**config.mk**
```make
export PLATFORM = sky130hd
export DESIGN_NAME = queue_ctrl
export DESIGN_NICKNAME = d
export VERILOG_FILES = /design/src/rtl/queue_pkg.sv /design/src/rtl/queue_mem.sv /design/src/rtl/queue_ctrl.sv
export SDC_FILE = /design/constraint.sdc
export NUM_CORES = 1
export LEC_CHECK = 0
export ABC_CLOCK_PERIOD_IN_PS = 8200
export CORE_MARGIN = 1
export CORE_UTILIZATION = 50
export CTS_CLUSTER_DIAMETER = 200
export DETAILED_ROUTE_END_ITERATION = 7
export PLACE_DENSITY = 0.65
export SYNTH_ARGS = -nofsm -noshare
export SYNTH_HDL_FRONTEND = slang
export SYNTH_SLANG_ARGS = --single-unit
```
**constraint.sdc**
```tcl
create_clock -name Clk -period 8.2 [get_ports Clk]
set_input_delay 1.64 -clock Clk [delete_from_list [all_inputs] [get_ports Clk]]
set_output_delay 1.64 -clock Clk [all_outputs]
set_load 0.03 [all_outputs]
```
**src/rtl/queue_pkg.sv**
```systemverilog
// Shared types and defaults for the queue controller and its storage.
// Holds the occupancy state encoding and the default word/pointer widths.
package queue_pkg;

  localparam int DEFAULT_DATAWIDTH = 8;
  localparam int DEFAULT_ADDRWIDTH = 4;

  typedef enum logic [1:0] {
    EMPTY   = 2'd0,
    PARTIAL = 2'd1,
    FULL    = 2'd2
  } state_t;

  // A single-entry queue (ADDRWIDTH == 0) still needs a one-bit pointer vector.
  function automatic int ptr_width(input int addr_width);
    return (addr_width > 0) ? addr_width : 1;
  endfunction

endpackage

```
**src/rtl/queue_mem.sv**
```systemverilog
// DEPTH x DATAWIDTH register file: one write port, one asynchronous read port,
// all words cleared by reset.
module queue_mem
  import queue_pkg::*;
#(
  parameter int DATAWIDTH = DEFAULT_DATAWIDTH,
  parameter int ADDRWIDTH = DEFAULT_ADDRWIDTH
) (
  input  logic                                Clk,
  input  logic                                Rst,
  input  logic                                wr_en,
  input  logic [ptr_width(ADDRWIDTH)-1:0]     wr_addr,
  input  logic [DATAWIDTH-1:0]                wr_data,
  input  logic [ptr_width(ADDRWIDTH)-1:0]     rd_addr,
  output logic [DATAWIDTH-1:0]                rd_data
);

  localparam int DEPTH = 2 ** ADDRWIDTH;

  logic [DATAWIDTH-1:0] mem_reg [DEPTH];

  always_ff @(posedge Clk or posedge Rst) begin
    if (Rst) begin
      for (int i = 0; i < DEPTH; i++) begin
        mem_reg[i] <= '0;
      end
    end else if (wr_en) begin
      mem_reg[wr_addr] <= wr_data;
    end
  end

  // Show-ahead read: the head word is visible without a read strobe.
  assign rd_data = mem_reg[rd_addr];

endmodule

```
**src/rtl/queue_ctrl.sv**
```systemverilog
// Valid/ready FIFO controller: pointers, occupancy count and an EMPTY/PARTIAL/FULL
// FSM, plus step/direction strobes for a downstream occupancy counter.
module queue_ctrl
  import queue_pkg::*;
#(
  parameter int DATAWIDTH = DEFAULT_DATAWIDTH,
  parameter int ADDRWIDTH = DEFAULT_ADDRWIDTH
) (
  input  logic                 Clk,
  input  logic                 Rst,
  input  logic                 PushValid,
  input  logic [DATAWIDTH-1:0] PushData,
  output logic                 PushReady,
  output logic                 PopValid,
  output logic [DATAWIDTH-1:0] PopData,
  input  logic                 PopReady,
  output logic [ADDRWIDTH:0]   Count,
  output logic                 Full,
  output logic                 Empty,
  output logic                 CntEn,
  output logic                 CntDir
);

  localparam int DEPTH = 2 ** ADDRWIDTH;
  localparam int PTRW  = ptr_width(ADDRWIDTH);
  localparam int CW    = ADDRWIDTH + 1;

  state_t          state_reg, state_next;
  logic [PTRW-1:0] wr_ptr_reg, rd_ptr_reg;
  logic [CW-1:0]   count_reg;
  logic            push, pop;

  function automatic logic [PTRW-1:0] ptr_inc(input logic [PTRW-1:0] p);
    return (p == PTRW'(DEPTH - 1)) ? '0 : p + PTRW'(1);
  endfunction

  // Handshakes decode the state register directly so ready/valid never loop back.
  assign push = PushValid && (state_reg != FULL) && !Rst;
  assign pop  = PopReady && (state_reg != EMPTY) && !Rst;

  queue_mem #(
    .DATAWIDTH(DATAWIDTH),
    .ADDRWIDTH(ADDRWIDTH)
  ) u_mem (
    .Clk     (Clk),
    .Rst     (Rst),
    .wr_en   (push),
    .wr_addr (wr_ptr_reg),
    .wr_data (PushData),
    .rd_addr (rd_ptr_reg),
    .rd_data (PopData)
  );

  always_ff @(posedge Clk or posedge Rst) begin
    if (Rst) begin
      wr_ptr_reg <= '0;
      rd_ptr_reg <= '0;
      count_reg  <= '0;
    end else begin
      if (push) wr_ptr_reg <= ptr_inc(wr_ptr_reg);
      if (pop)  rd_ptr_reg <= ptr_inc(rd_ptr_reg);
      if (push && !pop)      count_reg <= count_reg + CW'(1);
      else if (pop && !push) count_reg <= count_reg - CW'(1);
    end
  end

  always_ff @(posedge Clk or posedge Rst) begin
    if (Rst) state_reg <= EMPTY;
    else     state_reg <= state_next;
  end

  always_comb begin
    state_next = state_reg;
    case (state_reg)
      EMPTY: begin
        if (push) state_next = (DEPTH == 1) ? FULL : PARTIAL;
      end
      PARTIAL: begin
        if (push && !pop && count_reg == CW'(DEPTH - 1))  state_next = FULL;
        else if (pop && !push && count_reg == CW'(1))     state_next = EMPTY;
      end
      FULL: begin
        if (pop) state_next = (DEPTH == 1) ? EMPTY : PARTIAL;
      end
      default: state_next = EMPTY;
    endcase
  end

  always_comb begin
    Empty     = (state_reg == EMPTY);
    Full      = (state_reg == FULL);
    PushReady = (state_reg != FULL);
    PopValid  = (state_reg != EMPTY);
    CntEn     = push ^ pop;
    CntDir    = push;
    Count     = count_reg;
  end

endmodule

```
### Yosys cells after proc, flatten, opt, wreduce, memory -nomap -nowiden

Cells that the tools add are included.

| cells by class | value |
|---|---|
| reductions and logical operators | 16 |
| order comparisons | 3 |
| multipliers | 0 |
| eq/ne operators | 10 |
| $add $sub $neg | 4 |
| divide/modulo/power cells | 0 |
| multiplexer cells | 15 |
| shifts and indexed selects | 0 |
| bitwise operators | 3 |

Operators with widths:

| cell | count |
|---|---|
| 128-bit bitwise mux | 1 |
| 8-bit binary-select mux with 4-bit select | 1 |
| 8-bit demux with 4-bit select | 1 |
| 8-bit two-way mux | 3 |
| 5-bit >= comparator (second input constant) | 2 |
| 5-bit two-way mux | 2 |
| 4-bit NOT with 5-bit output | 2 |
| 1-bit logical AND | 9 |
| 4-bit by 1-bit adder with 4-bit output (second input constant) | 2 |
| 4-bit == test (second input constant) | 2 |
| 2-bit two-way mux | 4 |
| 4-bit two-way mux | 2 |
| 2-bit case mux with 3 select lines | 1 |
| 5-bit by 1-bit adder with 5-bit output (second input constant) | 1 |
| 5-bit by 1-bit == test with 1-bit output (second input constant) | 1 |
| 5-bit by 4-bit == test with 1-bit output (second input constant) | 1 |
| 5-bit by 1-bit less-than comparator with 1-bit output (second input constant) | 1 |
| 5-bit by 1-bit subtractor with 5-bit output (second input constant) | 1 |
| 2-bit by 1-bit != test with 1-bit output (second input constant) | 2 |
| 2-bit nonzero test | 2 |
| 1-bit logical NOT | 3 |
| 3-bit != test (second input constant) | 1 |
| 3-bit AND reduction | 1 |
| 2-bit by 1-bit == test with 1-bit output (second input constant) | 1 |
| 4 further kinds | 4 |

| storage, ports and cells | value |
|---|---|
| memories kept | 0 |
| logic and storage cells | 71 |
| bits in registers | 143 |
| memory bits (writable) | 0 |
| input bits | 12 |
| output and inout bits | 19 |
| latch bits | 0 |
| bits in read-only memories | 0 |

### Logic depth before layout (Yosys ltp)

| depth | value |
|---|---|
| depth after elaboration | 9 |
| gate-level depth with buffers | 9 |
| depth with buffers taken out | 7 |

### Modules after synthesis

Synthesis repeated with hierarchy kept, for this count alone.

| unflattened totals | value |
|---|---|
| cell total of the unflattened synthesis | 458 |
| area, all modules | 6,806.5 um2 |

By module, submodules not included:

| module | cells an instance | sequential area each (um2) | area an instance (um2) | times used |
|---|---|---|---|---|
| queue_mem | 367 | 3,203.1 | 5,908.2 | 1 |
| queue_ctrl | 91 | 375.4 | 898.4 | 1 |

### Worst setup path after synthesis

No wires, ideal clock.

| timing | value |
|---|---|
| path kind | input -> output |
| start point | input port Rst |
| end point | output port CntEn |
| cell stages on the path | 7 |
| required time | 6.560 ns |
| arrival | 6.077 ns |
| path buffers | 2 |
| path slack | 0.483 ns |
| path through | inv_1 > and3_1 > buf_6 > buf_6 > inv_1 > ha_1 > inv_1 |

| between the ends | value |
|---|---|
| cells in the longest elaborated chain, start to end | 3 |
| elaborated cells on any way between the ends | 4 |
| classes of those cells | bitwise (1); reduce/logical (3) |

Ends and longest elaborated chain:

| what | RTL line | source |
|---|---|---|
| start: declaration | queue_ctrl.sv:10 | `input logic Rst,` |
| 1-bit logical NOT (no line) | n/a |  |
| 1-bit logical AND | queue_ctrl.sv:38 | `assign push = PushValid && (state_reg != FULL) && !Rst;` |
| net CntDir | queue_ctrl.sv:21 | `output logic CntDir` |
| 1-bit XOR | queue_ctrl.sv:94 | `CntEn = push ^ pop;` |
| end: declaration | queue_ctrl.sv:20 | `output logic CntEn,` |

The timed path passes the listed nets, and every way through them passes these cells.

### Final worst setup path

| timing | value |
|---|---|
| start point | input port Rst |
| end point | output port CntEn |

| between the ends | value |
|---|---|
| cells in the longest elaborated chain, start to end | 3 |
| elaborated cells on any way between the ends | 4 |
| classes of those cells | bitwise (1); reduce/logical (3) |

Ends and longest elaborated chain:

| what | RTL line |
|---|---|
| 1-bit logical NOT (no line) (*) | n/a |
| 1-bit logical AND, on equally long branches | queue_ctrl.sv:38, queue_ctrl.sv:39 |
| 1-bit XOR (*) | queue_ctrl.sv:94 |

Mark *: on every way between the ends. The rest lies on a longest branch, timed or not.

==> results.sh <==
export IMPL_dp_hpwl_mm=9.34
export IMPL_path_class="primary input to primary output"
export IMPL_drv_slew=0
export IMPL_clk_pin_slew_ps=50
export IMPL_finalPower_mw=3.14
export IMPL_critical_path_startpoint="Rst"
export IMPL_die_x_um=120
export IMPL_vdd_drop_max_v=0.000171
export IMPL_cp_start_kind="primary input"
export IMPL_r2r_end="Count[3]$_DFFE_PP0P_"
export IMPL_yosysWarnings=0
export IMPL_cts_sink_count=143
export IMPL_setup_viol=0
export IMPL_required_ps=6560
export IMPL_drc=0
export IMPL_route_vias_total=3993
export IMPL_grt_max_degree=86
export IMPL_netlist_instances=470
export IMPL_final_nets=516
export IMPL_worstMarginPinSlew_ps=1040
export IMPL_antenna_cells=0
export IMPL_layout_drive_gt1_share_pct=40.3
export IMPL_tritoncts="built"
export IMPL_r2r_start="state_reg[0]$_DFFE_PP0P_"
export IMPL_status="completed"
export IMPL_clock_fmax_mhz=156
export IMPL_final_setup_tns_ps=0
export IMPL_rr_worst_depth=6
export IMPL_grt_use_total_pct=21.8
export IMPL_final_setup_skew_ps=4.17
export IMPL_syn_area_um2=6990
export IMPL_cts_setup_buffers=0
export IMPL_slowest_stage="and3_2"
export IMPL_clk_path_buf_depth=2
export IMPL_portBuffers=30
export IMPL_cts_hold_buf=0
export IMPL_final_area_um2=7940
export IMPL_min_delay_path_class="register to register"
export IMPL_asyncSetResetFlopFracSynth_pct=100
export IMPL_top_level_ports=31
export IMPL_max_stage_delay_ps=860
export IMPL_rows=42
export IMPL_wirelength_mm=14.2
export IMPL_final_cells=680
export IMPL_place_inst=650
export IMPL_via_per_inst=5.87
export IMPL_post_drt_wl_per_cell_um=20.9
export IMPL_grt_pass1_wl_mm=23.2
export IMPL_largest_register_ffs=128
export IMPL_hold_path_depth=1
export IMPL_cts_resized=0
export IMPL_fin_crit_ps=6420
export IMPL_cp_arrival_ps=4780
export IMPL_htreeDepth=4
export IMPL_die_height_um=120
export IMPL_yosysMostFrequentCell="dfrtp_1"
export IMPL_p_leak_nw=3.58
export IMPL_synth_top_area_share_pct=51.2
export IMPL_finalCritPeriodShare_pct=78.3
export IMPL_dieArea_um2=14500
export IMPL_crit_fanout=60
export IMPL_synth_edf_count=0
export IMPL_grt_pass1_vias=4112
export IMPL_initial_core_util_pct=52.0
export IMPL_ys_flop_type="dfrtp_1"
export IMPL_utilization_pct=59.0
export IMPL_yosysSeqAreaShare_pct=51.2
export IMPL_postSynthAreaPerCell_um2=14.9
export IMPL_synth_cell_type_count=39
export IMPL_antenna_found_initial=0
export IMPL_relSlewSlack_pct=30.6
export IMPL_grt_overflow=0
export IMPL_ff2ff_setup_slack_ps=5730
export IMPL_synthesis_nets=493
export IMPL_endpoint_kind="primary output"
export IMPL_globalplace_congestion=0.754
export IMPL_drv_cap=0
export IMPL_first_iter_violations=244
export IMPL_hold_end="u_mem.mem_reg[107]$_DFFE_PP0P_"
export IMPL_power_density_nw_per_um2=395
export IMPL_hp_start="u_mem.mem_reg[107]$_DFFE_PP0P_"
export IMPL_hold_viol=0
export IMPL_place_area_um2=7380
export IMPL_path_cells="clkdlybuf4s50_1, inv_6, and3_2, inv_1, ha_1, inv_1, clkdlybuf4s50_1"
export IMPL_final_antenna_net_count=0
export IMPL_cts_root_buf="clkbuf_16"
export IMPL_numCtsBuffers=17
export IMPL_coreArea_um2=13500
export IMPL_drtPass1Iterations=4
export IMPL_area_growth_pct=13.5
export IMPL_synth_area_leaders="dfrtp_1 (51%), mux2_2 (18%), mux4_2 (7.7%)"
export IMPL_ys_top_cells_by_count="dfrtp_1 (143), mux2_2 (112), mux2i_1 (26)"
export IMPL_ys_ff_latch=143
export IMPL_clk_latency_ps=420
export IMPL_rsz0062_at_grt="false"
export IMPL_synth_top_cell_by_area="dfrtp_1"
## how the worst max path moves through the flow
stage          endpoint  slack (ps)
2_1_floorplan     CntEn         480
3_3_place_gp      CntEn        1790
3_5_place_dp      CntEn        1720
4_1_cts           CntEn        1720
5_1_grt           CntEn        1590
6_report          CntEn        1780
## per-stage QoR
step	hold WS [ps]	worst slack (ps)
after floorplan	474	483
after global placement	481	1790
after detailed placement	488	1720
after CTS	500	1720
after global routing	507	1590
final	500	1780
## cell usage in the layout (no fill, tap or decap), types with 3 or more instances in the layout
cell type / instances
clkdlybuf4s50_1: 30
buf_4: 3
nand3_1: 4
dfrtp_1: 142
a21oi_1: 3
ha_1: 11
mux2i_1: 26
o21ai_0: 13
xnor2_1: 4
nand2_1: 11
clkbuf_16: 17
clkinv_2: 4
nor2b_1: 4
inv_1: 11
a22oi_1: 9
nand3_4: 12
nand4_2: 4
clkbuf_1: 4
mux2_2: 112
mux2_4: 16
mux4_2: 24
nor2_1: 3
xor2_1: 3
a32oi_1: 8
## routing by layer
layer / GRT usage (%) / vias to the layer above / part of all wire, %
li1: - / 1799 / -
met1: 30.5 / 2096 / 46
met2: 34.1 / 79 / 48
met3: 4.25 / 19 / 4.3
met4: 7.72 / 0 / 1.7
met5: 0 / - / 0
## cell type report
class / instances / area (um2)
inverter: 12 / 50.0
clock inverter: 7 / 87.6
timing repair buffer: 33 / 323
fill: 1043 / 5510
clock buffer: 23 / 468
tap: 176 / 220
multi-input combinational: 286 / 3210
sequential: 143 / 3580
## where the power goes
group	internal [mW]	total [mW]	switching, mW
combinational	0.625	1.24	0.618
sequential	0.987	1.17	0.179
clock	0.458	0.728	0.270
## worst max-delay path: cells and delay by family
kind                     cells  cell delay, ps
buffers and inverters        5            1850
adder cells (fa/ha/maj)      1             410
AND/OR/NAND/NOR              1             860
## cell families after synthesis
logic type	count (synthesis)	synth area share [%]
mux	178	32.9
fa+ha+maj	11	1.97
simple gates	50	6.24
compound gates	40	3.90
flops	143	51.2
xor+xnor	7	0.877
buf+inv	41	2.92
(Power assumes the default switching activity.)
